**src/rtl/fifo_ctrl_pkg.sv**
```systemverilog
// fifo_ctrl_pkg: shared defaults, width derivation and reset values for the FIFO control slice
package fifo_ctrl_pkg;
   localparam int DEF_MEM_SIZE  = 8;
   localparam int DEF_WORD_SIZE = 12;
   localparam int DEF_PTR       = 3;
   localparam int PTR_RST       = 0;
   localparam int CNT_RST       = 0;
   // occupancy counter must hold 0..MEM_SIZE, one bit wider than a pointer
   function automatic int cnt_w(input int ptr);
      return ptr + 1;
   endfunction
endpackage

```
**src/rtl/fifo_ctrl_if.sv**
```systemverilog
// fifo_ctrl_if: producer/consumer requests, thresholds and FIFO status; err_clr exists only with FIFO_ERR_STICKY_EN
interface fifo_ctrl_if import fifo_ctrl_pkg::*; #(
   parameter int PTR = DEF_PTR,
   parameter int CNT = cnt_w(PTR)
);
   logic           fifo_wr;
   logic           fifo_rd;
   logic [CNT-1:0] umbral_af;
   logic [CNT-1:0] umbral_ae;
`ifdef FIFO_ERR_STICKY_EN
   logic           err_clr;
`endif
   logic [PTR-1:0] wr_ptr;
   logic [PTR-1:0] rd_ptr;
   logic           push;
   logic           pop;
   logic [CNT-1:0] fifo_count;
   logic           fifo_full;
   logic           fifo_empty;
   logic           almost_full;
   logic           almost_empty;
   logic           overflow;
   logic           underflow;
   modport master (
      output fifo_wr, fifo_rd, umbral_af, umbral_ae,
`ifdef FIFO_ERR_STICKY_EN
      output err_clr,
`endif
      input  wr_ptr, rd_ptr, push, pop, fifo_count, fifo_full, fifo_empty,
      input  almost_full, almost_empty, overflow, underflow
   );
   modport slave (
      input  fifo_wr, fifo_rd, umbral_af, umbral_ae,
`ifdef FIFO_ERR_STICKY_EN
      input  err_clr,
`endif
      output wr_ptr, rd_ptr, push, pop, fifo_count, fifo_full, fifo_empty,
      output almost_full, almost_empty, overflow, underflow
   );
endinterface

```
**src/rtl/fifo_ptr.sv**
```systemverilog
// fifo_ptr: pointer register that advances on inc and wraps from MEM_SIZE-1 to 0 (any depth)
module fifo_ptr import fifo_ctrl_pkg::*; #(
   parameter int MEM_SIZE = DEF_MEM_SIZE,
   parameter int PTR      = DEF_PTR
) (
   input  logic           clk,
   input  logic           reset,
   input  logic           inc,
   output logic [PTR-1:0] ptr
);
   localparam logic [PTR-1:0] LAST = PTR'(MEM_SIZE - 1);
   logic [PTR-1:0] r_ptr;
   // explicit wrap at LAST so non-power-of-two depths never reach MEM_SIZE
   always_ff @(posedge clk)
      r_ptr <= reset ? PTR'(PTR_RST) : inc ? (r_ptr == LAST ? '0 : r_ptr + 1'b1) : r_ptr;
   assign ptr = r_ptr;
endmodule

```
**src/rtl/fifo_ctrl.sv**
```systemverilog
// fifo_ctrl: FIFO pointers, occupancy, status flags and overflow/underflow; FIFO_ERR_STICKY_EN makes errors sticky with err_clr
module fifo_ctrl import fifo_ctrl_pkg::*; #(
   parameter int MEM_SIZE  = DEF_MEM_SIZE,
   parameter int WORD_SIZE = DEF_WORD_SIZE,
   parameter int PTR       = DEF_PTR,
   parameter int CNT       = cnt_w(PTR)
) (
   input  logic        clk,
   input  logic        reset,
   fifo_ctrl_if.slave  bus
);
   localparam logic [CNT-1:0] FULL_CNT = CNT'(MEM_SIZE);
   logic           w_push;
   logic           w_pop;
   logic           w_full;
   logic           w_empty;
   logic           w_ovf;
   logic           w_unf;
   logic [CNT-1:0] r_count;
   logic           r_ovf;
   logic           r_unf;
   generate
      if (MEM_SIZE < 2 || (1 << PTR) < MEM_SIZE || WORD_SIZE < 1) begin : g_bad_cfg
         $error("fifo_ctrl: MEM_SIZE must be >= 2 and fit in PTR bits");
      end
   endgenerate
   // strobes and flags decode from registered count; full+rd lets a write through (memory reads before write)
   always_comb begin
      w_full  = r_count == FULL_CNT;
      w_empty = r_count == '0;
      w_push  = !reset && bus.fifo_wr && (!w_full || bus.fifo_rd);
      w_pop   = !reset && bus.fifo_rd && !w_empty;
      w_ovf   = !reset && bus.fifo_wr && !w_push;
      w_unf   = !reset && bus.fifo_rd && !w_pop;
   end
   fifo_ptr #(.MEM_SIZE(MEM_SIZE), .PTR(PTR)) u_wr_ptr (
      .clk(clk), .reset(reset), .inc(w_push), .ptr(bus.wr_ptr)
   );
   fifo_ptr #(.MEM_SIZE(MEM_SIZE), .PTR(PTR)) u_rd_ptr (
      .clk(clk), .reset(reset), .inc(w_pop), .ptr(bus.rd_ptr)
   );
   // occupancy moves only when exactly one side is accepted
   always_ff @(posedge clk)
      r_count <= reset ? CNT'(CNT_RST) :
                 (w_push && !w_pop) ? r_count + 1'b1 :
                 (w_pop && !w_push) ? r_count - 1'b1 : r_count;
`ifdef FIFO_ERR_STICKY_EN
   // errors latch until err_clr; a fresh error in the clearing cycle keeps the flag set
   always_ff @(posedge clk) begin
      r_ovf <= reset ? 1'b0 : w_ovf | (r_ovf & !bus.err_clr);
      r_unf <= reset ? 1'b0 : w_unf | (r_unf & !bus.err_clr);
   end
`else
   // errors are one-cycle pulses following the refused request
   always_ff @(posedge clk) begin
      r_ovf <= reset ? 1'b0 : w_ovf;
      r_unf <= reset ? 1'b0 : w_unf;
   end
`endif
   assign bus.push         = w_push;
   assign bus.pop          = w_pop;
   assign bus.fifo_count   = r_count;
   assign bus.fifo_full    = w_full;
   assign bus.fifo_empty   = w_empty;
   assign bus.almost_full  = r_count >= bus.umbral_af;
   assign bus.almost_empty = r_count <= bus.umbral_ae;
   assign bus.overflow     = r_ovf;
   assign bus.underflow    = r_unf;
endmodule

```
**src/flat_wrapper.sv**
```systemverilog
// flat-port wrapper written by rule: the top's interface ports become plain ports
module fifo_ctrl_flat import fifo_ctrl_pkg::*;
#(
   parameter int MEM_SIZE  = DEF_MEM_SIZE,
   parameter int WORD_SIZE = DEF_WORD_SIZE,
   parameter int PTR       = DEF_PTR,
   parameter int CNT       = cnt_w(PTR)
)
  (clk, reset, bus_fifo_wr, bus_fifo_rd, bus_umbral_af, bus_umbral_ae, bus_wr_ptr, bus_rd_ptr, bus_push, bus_pop, bus_fifo_count, bus_fifo_full, bus_fifo_empty, bus_almost_full, bus_almost_empty, bus_overflow, bus_underflow);
  fifo_ctrl_if #(.PTR(PTR), .CNT(CNT)) bus_i ();
  input  logic clk;
  input  logic reset;
  input wire logic [$bits(bus_i.fifo_wr)-1:0] bus_fifo_wr;
  input wire logic [$bits(bus_i.fifo_rd)-1:0] bus_fifo_rd;
  input wire logic [$bits(bus_i.umbral_af)-1:0] bus_umbral_af;
  input wire logic [$bits(bus_i.umbral_ae)-1:0] bus_umbral_ae;
  output wire logic [$bits(bus_i.wr_ptr)-1:0] bus_wr_ptr;
  output wire logic [$bits(bus_i.rd_ptr)-1:0] bus_rd_ptr;
  output wire logic [$bits(bus_i.push)-1:0] bus_push;
  output wire logic [$bits(bus_i.pop)-1:0] bus_pop;
  output wire logic [$bits(bus_i.fifo_count)-1:0] bus_fifo_count;
  output wire logic [$bits(bus_i.fifo_full)-1:0] bus_fifo_full;
  output wire logic [$bits(bus_i.fifo_empty)-1:0] bus_fifo_empty;
  output wire logic [$bits(bus_i.almost_full)-1:0] bus_almost_full;
  output wire logic [$bits(bus_i.almost_empty)-1:0] bus_almost_empty;
  output wire logic [$bits(bus_i.overflow)-1:0] bus_overflow;
  output wire logic [$bits(bus_i.underflow)-1:0] bus_underflow;
  assign bus_i.fifo_wr = bus_fifo_wr;
  assign bus_i.fifo_rd = bus_fifo_rd;
  assign bus_i.umbral_af = bus_umbral_af;
  assign bus_i.umbral_ae = bus_umbral_ae;
  assign bus_wr_ptr = bus_i.wr_ptr;
  assign bus_rd_ptr = bus_i.rd_ptr;
  assign bus_push = bus_i.push;
  assign bus_pop = bus_i.pop;
  assign bus_fifo_count = bus_i.fifo_count;
  assign bus_fifo_full = bus_i.fifo_full;
  assign bus_fifo_empty = bus_i.fifo_empty;
  assign bus_almost_full = bus_i.almost_full;
  assign bus_almost_empty = bus_i.almost_empty;
  assign bus_overflow = bus_i.overflow;
  assign bus_underflow = bus_i.underflow;
  fifo_ctrl #(.MEM_SIZE(MEM_SIZE), .WORD_SIZE(WORD_SIZE), .PTR(PTR), .CNT(CNT)) u_core (.clk(clk), .reset(reset), .bus(bus_i));
endmodule
```
**config.mk**
```make
export PLATFORM = sky130hd
export DESIGN_NAME = fifo_ctrl_flat
export DESIGN_NICKNAME = d
export VERILOG_FILES = /design/src/rtl/fifo_ctrl_pkg.sv /design/src/rtl/fifo_ctrl_if.sv /design/src/rtl/fifo_ptr.sv /design/src/rtl/fifo_ctrl.sv /design/src/flat_wrapper.sv
export SDC_FILE = /design/constraint.sdc
export NUM_CORES = 1
export LEC_CHECK = 0
export CAP_MARGIN = 20
export CORE_MARGIN = 10
export CORE_UTILIZATION = 39
export CTS_CLUSTER_DIAMETER = 150
export DETAILED_ROUTE_END_ITERATION = 6
export HOLD_SLACK_MARGIN = 0.15
export PLACE_DENSITY = 0.74
export RECOVER_POWER = 50
export SLEW_MARGIN = 10
export SYNTH_ARGS = -nofsm -noshare
export SYNTH_HDL_FRONTEND = slang
export SYNTH_SLANG_ARGS = --single-unit
```
**constraint.sdc**
```tcl
create_clock -name clk -period 2.3 [get_ports clk]
set_input_delay 0.46 -clock clk [delete_from_list [all_inputs] [get_ports clk]]
set_output_delay 0.46 -clock clk [all_outputs]
set_load 0.02 [all_outputs]
```
# Yosys cells after proc, flatten, opt, wreduce, memory -nomap -nowiden
# Cells that the tools add are included.
# Widths: inputs -> output; s select.
[op_classes]
n_eq_ne = 3
n_addsub = 4
mux = 4
reduce_logical = 16
order_cmp = 2
[op_table]
columns = ["op", "count"]
rows = [
  ["$logic_and 1x1->1", 8],
  ["$mux 4", 2],
  ["$add 3x1->3 const B", 2],
  ["$eq 3x3->1 const B", 2],
  ["$mux 3", 2],
  ["$logic_not 1->1", 5],
  ["$add 4x1->4 const B", 1],
  ["$eq 4x4->1 const B", 1],
  ["$ge 4x4->1", 1],
  ["$le 4x4->1", 1],
  ["$logic_not 4->1", 1],
  ["$sub 4x1->4 const B", 1],
  ["$reduce_bool 2->1", 1],
  ["$logic_or 1x1->1", 1],
]
[totals]
reg_bits = 12
elab_cells = 34

# Depth between registers and ports, before layout
# Gate-level depths: netlist of run 1.
[depth]
ltp_word = 8
depth_mapped = 10

# Modules after synthesis
# From an unflattened synthesis of run 1, not the netlist that was laid out.
[hier_totals]
hier_cells = 91
area_unflattened_um2 = 830.8
[modules_own_cells]
columns = ["module", "seq_area_each_um2", "area_per_inst_um2", "n_inst", "cells_per_inst"]
rows = [
  ["fifo_ctrl", 120.1, 548.0, 1, 65],
  ["fifo_ptr", 60.1, 141.4, 2, 13],
]

# Worst setup path after synthesis of run 1
# Ideal clock, no wire load.
[synth_path]
kind = "register to register"
startpoint = "register u_core.r_count[0], in the netlist u_core.bus.fifo_count[0]"
endpoint = "register u_core.r_count[3], in the netlist u_core.bus.fifo_count[3]"
slack_ns = -0.883
synth_period_minus_slack_ns = 3.183
path_buffers = 0
setup_time_ns = 0.121
required_time_ns = 2.179
path_stages_with_launch = 11
arrival_ns = 3.063
path_cell_list = "dfxtp_1 nor4_1 nor3b_2 inv_1 ha_1 inv_1 ha_1 a21oi_1 a211oi_1 a31oi_1 mux2_2"
[synth_between]
word_cells_on_any_way = 16
[synth_lines]
columns = ["item", "line", "source"]
rows = [
  ["start, declared", "fifo_ctrl.sv:19", "logic [CNT-1:0] r_count;"],
  ["start signal, assigned", "fifo_ctrl.sv:44", "r_count <= reset ? CNT'(CNT_RST) :"],
  ["$logic_not 4->1 *", "fifo_ctrl.sv:30", "w_empty = r_count == '0;"],
  ["via bus_fifo_empty", "flat_wrapper.sv:23", "output wire logic [$bits(bus_i.fifo_empty)-1:0] bus_fifo_empty;"],
  ["$logic_not 1->1 *", "fifo_ctrl.sv:32", "w_pop = !reset && bus.fifo_rd && !w_empty;"],
  ["$logic_and 1x1->1 *", "fifo_ctrl.sv:32", ""],
  ["via bus_pop", "flat_wrapper.sv:20", "output wire logic [$bits(bus_i.pop)-1:0] bus_pop;"],
  ["$logic_not 1->1", "fifo_ctrl.sv:45", "(w_push && !w_pop) ? r_count + 1'b1 :"],
  ["$logic_and 1x1->1", "fifo_ctrl.sv:45", ""],
  ["$mux 4 / $reduce_bool 2->1 (equally long branches)", "-", ""],
]
# Mark *: on every way through the listed nets, which the timed path passes. The rest lies on a longest branch. The select of a mux whose other input is x is not followed.
# A chain may end at the register's enable or synchronous reset.

# Worst setup path in the final report of run 1
[layout_path]
startpoint = "register u_core.r_count[2], in the netlist u_core.bus.fifo_count[2]"
endpoint = "register u_core.r_count[3], in the netlist u_core.bus.fifo_count[3]"
[layout_between]
elab_chain_len = 7
word_cells_on_any_way = 16
[layout_rtl]
columns = ["item"]
rows = [
  ["parallel branches: the longest is 7 deep, another holds $sub 4x1->4"],
]
# Several ways; the timed one is not identified. The select of a mux whose other input is x is not followed.

==> results.md, run 1 <==
- Highest-delay cell along the critical path: or4b_4
- First-pass DRT Iterations: 4
- Row count: 16
- Vias in the first global route: ~860
- Register Area: about 250 sq um
- Skew final: between 0.001 and 0.0015 ns
- Post-DR wirelength/cell: 13.6 microns
- Critical Path Source Type: flip-flop
- Hold EP: u_core.u_wr_ptr.ptr[0]$_SDFFE_PP0P_
- MaxCap Viol Count: 0
- Async S/R FF share, synth: 0%
- Reg-to-Reg End: u_core.bus.fifo_count[3]$_SDFFE_PP0P_
- Final hold viol count: 0
- Crit-path max FO: 3
- Htree depth: 1
- Period utilization: 103%
- Die ar.: about 4300 sq um
- Tot Pwr: between 1.5 and 2 mW
- Worst R2R Setup Slack: -0.07 ns
- Vias: slightly above 800
- Multi-input gate area: roughly 660 sq um
- Setup Total Neg Slack: -0.0706 ns
- CTS sink cnt: 12
- Area leader, netlist: dfxtp_1
- Fill cell count: 150
- Dpl ws: -0.640 ns
- Final nets: 170
- Drt drc: 0
- Hold Path Depth: 2
- First-pass GRT wire length: between 3000 and 4000 microns
- IO Count: 30
- CP Class: reg -> reg
- Netlist Area Pre-Place: roughly 820 sq um
- Worst slew margin: between 70% and 80%
- Crit-path cells: or4b_4, nor2_4, nor2_4, ha_4, inv_4, ha_4, a21oi_4, a211oi_2, a31oi_1, mux2_2
- Gr ovfl total: 0
- Synth Area per Inst: a little over 9 sq um
- Post-synth EDFFs: 0
- CP Data Required Time: ~2.5 ns
- Ys flop type: dfxtp_1
- GPL Wtd Cong: about 0.72
- Post-synth net total: 118
- Antenna Nets Post-Route: 0
- Die Wd: ~66 microns
- CTS tree: done
- HP Class: reg -> reg
- Crit path launch: u_core.bus.fifo_count[2]$_SDFFE_PP0P_
- DRT Wirelength: between 2000 and 2500 microns
- DR vias/cell: 4.83
- Synth top cells by count: ha_1 (15), dfxtp_1 (12), nor2_1 (12)
- CTS buffer count: 3
- Synth area leaders: dfxtp_1 (29%), ha_1 (23%), nor2_1 (5.5%)
- Largest net degree at the start of global routing: 10
- CP top delay family: simple AND/OR/NAND/NOR gates
- Area Overhead vs Synth: 79.5%
- Placed cells: about 160
- WHS: between 0.4 and 0.5 ns
- CP arrival: approximately 2.5 ns
- Post-synth cell types: 29
- Outcome: finished, violations left
- Leak Pwr: 0.693 nW
- Core ar.: around 2000 sq um
- Nature of the critical path endpoint: flip-flop
- Most instantiated library cell after synthesis: ha_1
- Synth warnings: 0
- Seq/Total Area, Yosys: 29.4%
- Crit path largest cell delay: 0.56 ns
- Initial antenna violation count: 0
- R2r startpoint: u_core.bus.fifo_count[2]$_SDFFE_PP0P_
- Buffers & Inverters on Critical Path: 1
- Flop and latch count out of synthesis: 12
- Cell Pwr Density: 1210 nW/um^2
- Port Buf Inserts: 29
- Reg clk slew, reported paths: approximately 0.080 ns
- Die height: about 66 microns
- Synth top area share: between 20 and 30%
- Syn Inst Count: 90
- Fmax: ~420 MHz
- Final setup violation count: 1
- Reg2Reg Depth: 10
- Diodes inserted: 0
- Worst-Margin Slew: ~0.30 ns
- RSZ-0062 raised after global routing: yes
- Root Driver: clkbuf_4
- HPWL Detailed: between 1500 and 2000 microns
- Final WS setup: -0.0706 ns
- Gr usage total: 10.8%
- Clk Latency, worst-skew pair: between 0.2 and 0.3 ns
- Min-Delay Startpoint: u_core.u_wr_ptr.ptr[0]$_SDFFE_PP0P_
- Failing checks: negative setup slack
- Initial drt markers: 18
- Share of layout cells above drive strength 1: around 36%
- Initial Utilization: about 41%
- Final min period: approximately 2.4 ns
- Final Non-Filler Cells: between 150 and 200
- Fin. max-slew vios: 0
- Peak supply drop: 0.772 mV
- Worst-case clock buffer depth: 2
[timing repair]
action	CTS	global route
gates resized for setup	19	13
setup buffers	0	2
setup endpoints to repair	7	4
pin swaps	5	4
hold buffers	0	0
[placed cells by master, fill, tap and decap left out, drive strengths merged, types with 4 or more instances in the layout]
| master | Yosys | routed |
|---|---|---|
| buf | 0 | 22 |
| clkdlybuf4s50 | 0 | 21 |
| ha | 15 | 15 |
| nor2 | 12 | 12 |
| dfxtp | 12 | 12 |
| inv | 10 | 10 |
| dlygate4sd2 | 0 | 5 |
| nand2b | 4 | 4 |
| clkbuf | 2 | 4 |
| o21ai | 4 | 4 |
[cell type report]
class	instances	area share, %
clock buffers	4	2.47
inverters	10	2.73
multi-input cells	66	45.2
flip-flops and latches	12	17.1
well taps	27	2.30
repair buffers	49	30.2
[metrics by stage]
step                      util, %  instance area [sq um]
after floorplan                 -                    892
after global placement       67.8                   1340
after detailed placement     67.8                   1340
after CTS                    69.6                   1380
after global routing         74.0                   1470
final                        74.0                   1470
[cells by family after synthesis]
group / share of synthesized area, %
XOR/XNOR: 2.14
multiplexers: 5.05
flip-flops: 29.4
adder cells (fa/ha/maj): 25.4
AND/OR/NAND/NOR: 19.4
buffers and inverters: 5.51
AO/OA/AOI/OAI: 13.0
[registers in the layout, summed over array words and instances, names as in the netlist]
signal,count
u_core.bus.overflow,1
u_core.bus.underflow,1
u_core.u_wr_ptr.ptr,3
u_core.u_rd_ptr.ptr,3
u_core.bus.fifo_count,4
[worst min-delay path, delay by kind of cell, from the launching register on]
| kind | cells | cell delay [ns] |
|---|---|---|
| and+or+nand+nor | 1 | 0.06 |
| AOI/OAI and AO/OA | 1 | 0.06 |
| DFF | 1 | 0.34 |
[report_power, final]
| part | switching (mW) | internal [mW] | total (mW) |
|---|---|---|---|
| clock network | 0.0796 | 0.0964 | 0.176 |
| logic | 0.605 | 0.663 | 1.27 |
| registers | 0.0463 | 0.281 | 0.327 |
| total | 0.731 | 1.04 | 1.77 |
[worst max path at each step]
stage | endpoint | depth (start not counted) | slack [ns]
floorplan | u_core.bus.fifo_count[3]$_SDFFE_PP0P_ | 10 | -0.12
finish | u_core.bus.fifo_count[3]$_SDFFE_PP0P_ | 10 | -0.07
detailed placement | bus_almost_empty | 8 | -0.64
CTS | bus_almost_empty | 8 | -0.15
global route | u_core.bus.fifo_count[3]$_SDFFE_PP0P_ | 10 | -0.18
global placement | bus_almost_empty | 8 | -0.57
[layer usage]
metal	wire length, microns	vias up	GRT usage, %
li1	-	412	-
met5	0	-	0
met4	17	0	4.01
met2	1120	30	19.2
met1	884	367	11.0
met3	259	2	4.58
No activity file was read; power rests on OpenSTA's default activity.
==> run 2: changes to the inputs <==
--- a/config.mk
+++ b/config.mk
@@ -9,6 +9,7 @@
 export CORE_MARGIN = 10
 export CORE_UTILIZATION = 39
 export CTS_CLUSTER_DIAMETER = 150
+export CTS_CLUSTER_SIZE = 40
 export DETAILED_ROUTE_END_ITERATION = 6
 export HOLD_SLACK_MARGIN = 0.15
 export PLACE_DENSITY = 0.74
==> results of run 2 <==
The final DEF is identical to that of run 1; final timing and power are the same.
==> run 3: changes to the inputs <==
--- a/config.mk
+++ b/config.mk
@@ -6,7 +6,7 @@
 export NUM_CORES = 1
 export LEC_CHECK = 0
 export CAP_MARGIN = 20
-export CORE_MARGIN = 10
+export CORE_MARGIN = 2
 export CORE_UTILIZATION = 39
 export CTS_CLUSTER_DIAMETER = 150
 export CTS_CLUSTER_SIZE = 40
==> run 3 against run 2 <==
  * The flow still finishes with violations (negative setup slack)
  * Final cell count increased by 0.60%
  * Via count decreased by 0.74%
  * Critical path depth unchanged
  * Sequential power about the same
  * Global-route usage increased by 7.9 points
  * Die area decreased by 43%
  * Maximum frequency decreased by 1.4%
  * Worst setup slack got worse by 0.033 ns
  * Non-clock buffer count increased by 1
  * Sequential share of layout area increased by 0.24 points
  * Critical path type unchanged
  * Critical endpoint unchanged
  * Largest cell class unchanged
  * Highest routed layer unchanged
==> results.md, run 3 (synthesized netlist as in run 1, its figures left out) <==
- Vias: between 800 and 900
- MaxCap Viol Count: 0
- Period utilization: 105%
- Initial drt markers: 1
- CP arrival: between 2 and 3 ns
- Final Core Density: between 70% and 80%
- Register Area: ~250 sq um
- Min-Delay Startpoint: u_core.u_rd_ptr.ptr[2]$_SDFFE_PP0P_
- Highest-delay cell along the critical path: or4b_4
- Die Wd: about 50 microns
- Area Overhead vs Synth: 77.0%
- Final setup violation count: 1
- Placement Cell Area: 1360 sq um
- Cts hold-fix bufs: 0
- Sequential share of power: about a fifth
- CP Depth: 10
- CP top delay family: simple AND/OR/NAND/NOR gates
- Final WS setup: -0.104 ns
- Net load switching power: between 600 and 700 uW
- Worst slew margin: around 80%
- Outcome: finished, violations left
- Multi-input gate area: around 640 sq um
- Initial Utilization: 41.6%
- Fill cell count: ~170
- Reg clk slew, reported paths: roughly 0.08 ns
- Root Driver: clkbuf_4
- CP Class: reg -> reg
- Max FFs per register: 4
- Gr ovfl total: 0
- Crit-path cells: or4b_4, nor2_4, nor2_4, ha_4, inv_4, ha_4, a21oi_4, a211oi_1, a31oi_1, mux2_2
- Power share of the clock group: between 9 and 10%
- Port Buf Inserts: 29
- Buffers & Inverters on Critical Path: 1
- Worst R2R Setup Slack: -0.10 ns
- Largest net degree at the start of global routing: 10
- Most common cell after layout, fill and taps aside: buf_4
- RSZ-0062 raised after global routing: yes
- Drt drc: 0
- DRT Wirelength: ~2000 microns
- Clk Latency, worst-skew pair: roughly 0.27 ns
- Setup Total Neg Slack: -0.104 ns
- Antenna Nets Post-Route: 0
- Worst-case clock buffer depth: 2
- Skew final: between 0.007 and 0.008 ns
- Hold Path Depth: 2
- Core ar.: a little under 2000 sq um
- HP Class: reg -> reg
- Row count: 16
- First-pass DRT Iterations: 4
- Crit path launch: u_core.bus.fifo_count[2]$_SDFFE_PP0P_
- Gate power share: 70.9%
- Dpl ws: -0.673 ns
- Gr usage total: between 10% and 20%
- CP Data Required Time: roughly 2.5 ns
- Initial antenna violation count: 0
- HPWL Detailed: 1610 microns
- Switching part of the total: between 40 and 50%
- Die height: 49.8 microns
- Reg-to-Reg End: u_core.bus.fifo_count[3]$_SDFFE_PP0P_
- Reg2Reg Depth: 10
- Cell Pwr Density: approximately 1200 nW/um^2
- First-pass GRT wire length: around 3500 microns
- Final hold viol count: 0
- Crit-path max FO: 3
- Htree depth: 1
- Tot Pwr: ~1.7 mW
- Post-DR wirelength/cell: 11.8 microns
- R2r startpoint: u_core.bus.fifo_count[2]$_SDFFE_PP0P_
- CTS buffer count: 3
- Crit path largest cell delay: 0.55 ns
- Diodes inserted: 0
- DR vias/cell: 4.76
- Final Non-Filler Cells: ~170
- Leak Pwr: roughly 0.7 nW
- Most frequent cells in the layout: buf_4 (22), clkdlybuf4s50_1 (19), nor2_1 (10), ha_1 (10), dfxtp_1 (8)
- Peak supply drop: 0.737 mV
- Nature of the critical path endpoint: flip-flop
- WHS: 0.499 ns
- Fin. max-slew vios: 0
- Final min period: 2.40 ns
- Worst-Margin Slew: a little under 0.3 ns
- Failing checks: negative setup slack
- Placed cells: 164
- CTS tree: done
- Critical Path Source Type: flip-flop
- Share of layout cells above drive strength 1: 35.2%
- Die ar.: approximately 2500 sq um
- Cell-internal power: ~1.0 mW
- GPL Wtd Cong: just over 0.7
- Fmax: ~420 MHz
- Vias in the first global route: 838
- Hold EP: u_core.u_rd_ptr.ptr[2]$_SDFFE_PP0P_
- IO Count: 30
- Final nets: approximately 170
- Final Cell Area: 1450 sq um
- CTS sink cnt: 12
run 3: power groups by stage:
stage	Clock (mW)	Sequential [mW]	Combinational (mW)
after CTS	0.174	0.330	1.19
after global placement	0	0.327	1.14
after floorplan	0	0.449	0.529
after detailed placement	0	0.331	1.18
final	0.168	0.328	1.21
after global routing	0.182	0.338	1.33
run 3: worst register-to-register path, stage by stage, from the launching register on:
cell	delay, ns
dfxtp_4	0.35
or4b_4	0.55
nor2_4	0.12
nor2_4	0.05
ha_4	0.16
inv_4	0.06
ha_4	0.21
a21oi_4	0.15
a211oi_1	0.09
a31oi_1	0.21
mux2_2	0.36
run 3: cell type report:
cell class                 count  share of cell area, %
sequential                    12                   17.3
inverter                      10                   2.77
clock buffer                   4                   2.51
timing repair buffer          50                   30.7
multi-input combinational     66                   44.4
tap                           27                   2.34
run 3: worst max-delay path by stage:
| stage | endpoint | slack (ns) |
|---|---|---|
| after floorplan | u_core.bus.fifo_count[3]$_SDFFE_PP0P_ | -0.12 |
| after global placement | bus_almost_empty | -0.57 |
| after detailed placement | bus_almost_empty | -0.67 |
| after CTS | u_core.bus.fifo_count[3]$_SDFFE_PP0P_ | -0.11 |
| after global routing | u_core.bus.fifo_count[3]$_SDFFE_PP0P_ | -0.18 |
| final | u_core.bus.fifo_count[3]$_SDFFE_PP0P_ | -0.10 |
run 3: repair_timing:
item	CTS	global route
cloned	0	0
pin swaps	5	7
setup endpoints to repair	7	4
buffers inserted	0	1
resized for setup	22	8
endpoints found under the hold margin	0	0
run 3: per-layer routing:
metal	vias up	part of all wire, %	routed length, microns	track usage, %
li1	414	-	-	-
met1	357	38	750	19.5
met2	30	53	1050	34.2
met3	4	6.9	137	3.03
met4	0	2.4	48	12.0
met5	-	0	0	0
